### src/rtl/bootrom_pkg.sv
// bootrom_pkg: shared constants and FSM encoding for the BootROM arbiter.
//   ROM_ADDR_W / ROM_DATA_W : geometry of the 2048 x 32 BootROM macro
//   state_t                 : arbiter FSM encoding
package bootrom_pkg;

    localparam int ROM_ADDR_W = 11;
    localparam int ROM_DATA_W = 32;

    typedef enum logic [1:0] {
        IDLE = 2'd0,
        READ = 2'd1,
        CAPT = 2'd2,
        RESP = 2'd3
    } state_t;

endpackage

### src/rtl/rr_arbiter.sv
// rr_arbiter: combinational round-robin pick.
//   req    in  NUM_REQ   request vector
//   ptr    in  IDX_W     highest-priority index this cycle
//   enable in  1         when low, no grant is produced
//   grant  out NUM_REQ   one-hot grant (or zero)
//   idx    out IDX_W     index of the granted requester (0 when none)
module rr_arbiter #(
    parameter int NUM_REQ = 2,
    parameter int IDX_W   = (NUM_REQ > 1) ? $clog2(NUM_REQ) : 1
) (
    input  logic [NUM_REQ-1:0] req,
    input  logic [IDX_W-1:0]   ptr,
    input  logic               enable,
    output logic [NUM_REQ-1:0] grant,
    output logic [IDX_W-1:0]   idx
);

    logic found;
    int   pos;

    // Scan NUM_REQ positions starting at ptr, wrapping; first hit wins.
    always_comb begin
        grant = '0;
        idx   = '0;
        found = 1'b0;
        pos   = 0;
        for (int off = 0; off < NUM_REQ; off++) begin
            pos = int'(ptr) + off;
            if (pos >= NUM_REQ) pos = pos - NUM_REQ;
            if (enable && !found && req[pos]) begin
                found      = 1'b1;
                grant[pos] = 1'b1;
                idx        = IDX_W'(pos);
            end
        end
    end

endmodule

### src/rtl/bootrom_arbiter.sv
// bootrom_arbiter: shares the single-port BootROM among NUM_REQ requesters.
// One transaction in flight; round-robin grant; valid/ready on both sides.
//   clock, reset          clock / asynchronous active-high reset
//   req_valid/req_ready   per-requester request handshake (ready one-hot or 0)
//   req_addr              packed byte addresses, requester i at [i*ADDR_W +: ADDR_W]
//   resp_valid/resp_ready response handshake
//   resp_data/id/err      response payload (data 0 on misaligned error)
//   rom_me/rom_oe         ROM memory/output enables
//   rom_address, rom_q    ROM word address and read data
module bootrom_arbiter
    import bootrom_pkg::*;
#(
    parameter int NUM_REQ    = 2,
    parameter int ADDR_W     = 13,
    parameter int ROM_ADDR_W = bootrom_pkg::ROM_ADDR_W,
    parameter int DATA_W     = bootrom_pkg::ROM_DATA_W,
    parameter int ID_W       = 3
) (
    input  logic                      clock,
    input  logic                      reset,
    input  logic [NUM_REQ-1:0]        req_valid,
    output logic [NUM_REQ-1:0]        req_ready,
    input  logic [NUM_REQ*ADDR_W-1:0] req_addr,
    output logic                      resp_valid,
    input  logic                      resp_ready,
    output logic [DATA_W-1:0]         resp_data,
    output logic [ID_W-1:0]           resp_id,
    output logic                      resp_err,
    output logic                      rom_me,
    output logic                      rom_oe,
    output logic [ROM_ADDR_W-1:0]     rom_address,
    input  logic [DATA_W-1:0]         rom_q
);

    localparam int IDX_W = (NUM_REQ > 1) ? $clog2(NUM_REQ) : 1;

    if (ROM_ADDR_W != ADDR_W - 2) begin : g_chk_aw
        $error("bootrom_arbiter: ROM_ADDR_W must equal ADDR_W-2");
    end
    if (NUM_REQ > 2**ID_W || ID_W < IDX_W) begin : g_chk_id
        $error("bootrom_arbiter: ID_W too narrow for NUM_REQ");
    end

    state_t                state_q, state_d;
    logic [IDX_W-1:0]      ptr_q, id_q, gidx;
    logic [ROM_ADDR_W-1:0] addr_q;
    logic [DATA_W-1:0]     data_q;
    logic                  err_q;
    logic [NUM_REQ-1:0]    grant;
    logic                  take;
    logic                  misal;
    logic [ADDR_W-1:0]     gaddr;
    logic [ADDR_W-1:0]     addr_arr [NUM_REQ];

    for (genvar i = 0; i < NUM_REQ; i++) begin : g_unpack
        assign addr_arr[i] = req_addr[i*ADDR_W +: ADDR_W];
    end

    // Reset gates the arbiter so req_ready is 0 while reset is held.
    rr_arbiter #(.NUM_REQ(NUM_REQ), .IDX_W(IDX_W)) u_arb (
        .req    (req_valid),
        .ptr    (ptr_q),
        .enable (state_q == IDLE && !reset),
        .grant  (grant),
        .idx    (gidx)
    );

    assign take  = |grant;
    assign gaddr = addr_arr[gidx];
    assign misal = |gaddr[1:0];

    always_comb begin
        state_d     = state_q;
        req_ready   = '0;
        resp_valid  = 1'b0;
        resp_data   = '0;
        resp_id     = '0;
        resp_err    = 1'b0;
        rom_me      = 1'b0;
        rom_oe      = 1'b0;
        rom_address = '0;
        case (state_q)
            IDLE: begin
                req_ready = grant;
                if (take) state_d = misal ? RESP : READ;
            end
            READ: begin
                rom_me      = 1'b1;
                rom_address = addr_q;
                state_d     = CAPT;
            end
            CAPT: begin
                rom_oe      = 1'b1;
                rom_address = addr_q;
                state_d     = RESP;
            end
            RESP: begin
                resp_valid = 1'b1;
                resp_data  = data_q;
                resp_id    = ID_W'(id_q);
                resp_err   = err_q;
                if (resp_ready) state_d = IDLE;
            end
            default: state_d = IDLE;
        endcase
    end

    always_ff @(posedge clock or posedge reset) begin
        if (reset) begin
            state_q <= IDLE;
            ptr_q   <= '0;
            id_q    <= '0;
            addr_q  <= '0;
            data_q  <= '0;
            err_q   <= 1'b0;
        end else begin
            state_q <= state_d;
            if (state_q == IDLE && take) begin
                id_q   <= gidx;
                addr_q <= gaddr[ADDR_W-1:2];
                ptr_q  <= (gidx == IDX_W'(NUM_REQ - 1)) ? '0 : gidx + IDX_W'(1);
                err_q  <= misal;
                // Cleared here so a misaligned response carries zero data.
                data_q <= '0;
            end
            if (state_q == CAPT) data_q <= rom_q;
        end
    end

endmodule

### config.mk
export PLATFORM = sky130hd
export DESIGN_NAME = bootrom_arbiter
export DESIGN_NICKNAME = d
export VERILOG_FILES = /design/src/rtl/bootrom_pkg.sv /design/src/rtl/rr_arbiter.sv /design/src/rtl/bootrom_arbiter.sv
export SDC_FILE = /design/constraint.sdc
export NUM_CORES = 1
export LEC_CHECK = 0
export BUFFER_PORTS_ARGS = -buffer_cell sky130_fd_sc_hd__buf_4
export CORE_MARGIN = 2
export CORE_UTILIZATION = 40
export DETAILED_ROUTE_END_ITERATION = 10
export PLACE_DENSITY = 0.76
export SYNTH_ARGS = -nofsm -noshare
export SYNTH_HDL_FRONTEND = slang
export SYNTH_SLANG_ARGS = --single-unit
### constraint.sdc
create_clock -name clock -period 2.1 [get_ports clock]
set_input_delay 0.42 -clock clock [delete_from_list [all_inputs] [get_ports clock]]
set_output_delay 0.42 -clock clock [all_outputs]
set_load 0.01 [all_outputs]
==> run metrics <==
status complete, no violations; Core ar. 5890 um^2; Max IR drop VDD 0.000660 V; worst-skew pair later-pin latency 0.30 ns; IO Port Bufs 112; max cap viols 0; Placement Setup Slack 0.0718 ns; Critical Path RT 1.68 ns; Clock Path Buffers 2; XOR/XNOR Fraction of Synth Area 0%; Final Setup Violations 0; combinational share of power 51.4%; final hold vios 0; Synth Area in Compound Gates 17.5%; syn avg cell area 9.14 um^2; clock-pin slew on the worst setup and hold paths 0.09 ns; Clk pwr share 14.2%; Lkg Pwr 0.00182 uW; Initial Utilization 41.2%; TritonCTS Buffers 5; switching share of power 37.3%; Placer Congestion 0.786; initial antenna violation count 0; Synth Register Bits 48; Period Utilization, post-route 96.6%; IO Count 115; final core utilization 58.4%; final hold slack 0.147 ns; main combinational cell family by area after synthesis simple AND/OR/NAND/NOR gates; WL per Instance 13.6 um; n_diodes 0; Fin Clk Skew 0.00649 ns; DRC viols 0; H-Tree Level Count 2; share of cells above drive strength 1 37.6%; worst reg-to-reg path cell count 7; fmax 493 MHz; Final WS setup 0.0720 ns; Final Max Slew Viols 0; final wirelength 6.09 mm; CTS tree built; vias in the first global route 2118; Simple-Gate Fraction of Synth Area 23.7%; Die Area 6690 um^2; antenna-violating nets left 0; Syn. warnings 0; DR pass1 iterations 4; GR Util All Layers 18.5%; sequential area share after synthesis 49.6%; height of the chip 81.8 um; Row Count 28; RSZ-0062 raised after global routing true; pwr dens 1340 nW/um^2; min Tclk post-route 2.03 ns; Num Clock Sinks 48; Distinct cells, synth 30; Critical Path End Type output pin; Synth-to-Final Area Change 41.9%; Worst-Margin Slew 0.804 ns; largest net degree at the start of global routing 38; first-pass GRT wire length 9.49 mm; Final HPWL DP 4.41 mm; cells after synthesis 265; DIE WIDTH 81.8 um; root buf cell clkbuf_8; crit path DAT 1.61 ns; via count 2158; Final #Nets 439; cell area after synthesis 2420 um^2; Psw 1720 uW; internal power 2900 uW; HP Class in2async; Final TNS setup 0 ns; Max-slew headroom 46.2%; sequential share of power 34.3%; mux contribution to synthesized area 0.413%; WS Path Type reg2out; vias per inst 4.83; Adder-Cell Fraction of Synth Area 2.58%; First DRT Iteration DRCs 52; crit start category register; GR Overflow Total 0; Max FO, Critical Path 4
## cells in the mapped netlist
library cell  number  area (um^2)
and3b_1            1         8.76
mux2i_1            1         10.0
and2_4             1         8.76
o21bai_1           1         7.51
o21ai_1            4         20.0
buf_4              7         52.6
a22o_1             8         70.1
nor2_1             2         7.51
inv_1              6         22.5
nand2b_1           1         6.26
nand2_1           66          248
o21ai_2            1         8.76
buf_2              1         5.00
clkbuf_1          11         41.3
and2b_2            1         8.76
buf_6              1         11.3
and2_1            45          282
a21oi_1            3         15.0
nand3_1            1         5.00
dfrtp_1           48         1200
o31ai_1            1         7.51
a22oi_1            1         7.51
conb_1             1         3.75
a222oi_1           1         10.0
o311ai_0           1         8.76
a22o_2             4         40.0
o21ai_0           29          145
a21o_1            11         82.6
ha_1               5         62.6
buf_8              1         15.0
## final cells by class
type                    count  area [um^2]
clock inverters             2         35.0
clock buffers               6         72.6
well taps                  75         93.8
repair buffers            119          897
multi-input cells         191         1120
flip-flops and latches     48         1200
inverters                   6         22.5
fillers                   543         2450
## cell families after synthesis
group,Yosys count
AOI/OAI and AO/OA,65
adders and majority gates,5
buffers and inverters,27
DFF,48
muxes,1
other,1
and+or+nand+nor,118
## sequential cells by signal, summed over array words and instances, names as in the netlist
register	count
addr_q	11
id_q	1
ptr_q	1
state_q	2
data_q	32
err_q	1
## what timing repair did
| item | 4_1_cts | 5_1_grt |
|---|---|---|
| endpoints found under the hold margin | 0 | 0 |
| gates cloned | 0 | 0 |
| pin swaps | 1 | 0 |
| setup buffers | 1 | 0 |
| setup endpoints to repair | 37 | 15 |
| resized for setup | 3 | 5 |
| hold buffers | 0 | 0 |
## metal layers
| metal | track usage (%) | vias to the layer above | share of wire (%) | wire length, um |
|---|---|---|---|---|
| met2 | 32.4 | 82 | 49 | 2960 |
| met3 | 6.81 | 6 | 10 | 618 |
| met5 | 0 | - | 0 | 0 |
| li1 | - | 1070 | - | - |
| met1 | 21.5 | 1000 | 40 | 2460 |
| met4 | 4.17 | 0 | 0.76 | 46 |
## worst paths after layout
kind / from / slack [ns] / endpoint
setup / recovery: state_q[0] / 0.07 / req_ready[0]
hold / removal: reset / 0.15 / data_q[15]
hold reg to reg: err_q / 0.50 / err_q
min in group clock: req_addr[8] / 0.32 / addr_q[6]
setup reg to reg: state_q[0] / 0.24 / state_q[1]
max in group asynchronous: reset / 1.33 / data_q[4]
## placed cells by master, fill, tap and decap left out
master | netlist | final
a21oi_1 | 3 | 2
clkbuf_1 | 11 | 1
o21ai_4 | 0 | 1
nand3_1 | 1 | 1
and2_1 | 45 | 45
mux2i_1 | 1 | 1
ha_2 | 0 | 1
o21bai_1 | 1 | 1
nand2_1 | 66 | 66
dfrtp_1 | 48 | 48
a21o_1 | 11 | 11
and3b_1 | 1 | 1
ha_4 | 0 | 2
and2_4 | 1 | 1
buf_6 | 1 | 1
clkbuf_8 | 0 | 5
inv_1 | 6 | 3
inv_2 | 0 | 3
conb_1 | 1 | 2
o21ai_0 | 29 | 29
buf_4 | 7 | 118
a222oi_1 | 1 | 1
o21ai_1 | 4 | 4
ha_1 | 5 | 2
o311ai_0 | 1 | 1
a22o_1 | 8 | 8
a22oi_1 | 1 | 1
a21oi_2 | 0 | 1
and2b_2 | 1 | 1
o31ai_1 | 1 | 1
clkinv_2 | 0 | 1
bufinv_16 | 0 | 1
nand2b_1 | 1 | 1
a22o_2 | 4 | 4
nor2_1 | 2 | 2
## power by group through the flow
stage          logic, uW  clock network (uW)  registers [uW]
6_report            2380                 656            1590
2_1_floorplan       1470                   0            1520
3_5_place_dp        2340                   0            1590
5_1_grt             2670                 712            1650
4_1_cts             2370                 675            1580
3_3_place_gp        2260                   0            1570
## metrics by stage
stage | area, um^2 | total power, uW | cells
2_1_floorplan | 2430 | 2990 | 266
3_3_place_gp | 3290 | 3830 | 438
3_5_place_dp | 3290 | 3930 | 438
4_1_cts | 3410 | 4620 | 447
5_1_grt | 3440 | 5030 | 447
6_report | 3440 | 4620 | 447
## worst max-delay path, stage by stage (launching register included)
cell,delay (ns)
dfrtp_1,0.44
inv_2,0.13
ha_4,0.16
and2b_2,0.19
nand2_1,0.07
a21oi_2,0.16
buf_4,0.15
Power figures use the tool's default switching activity.
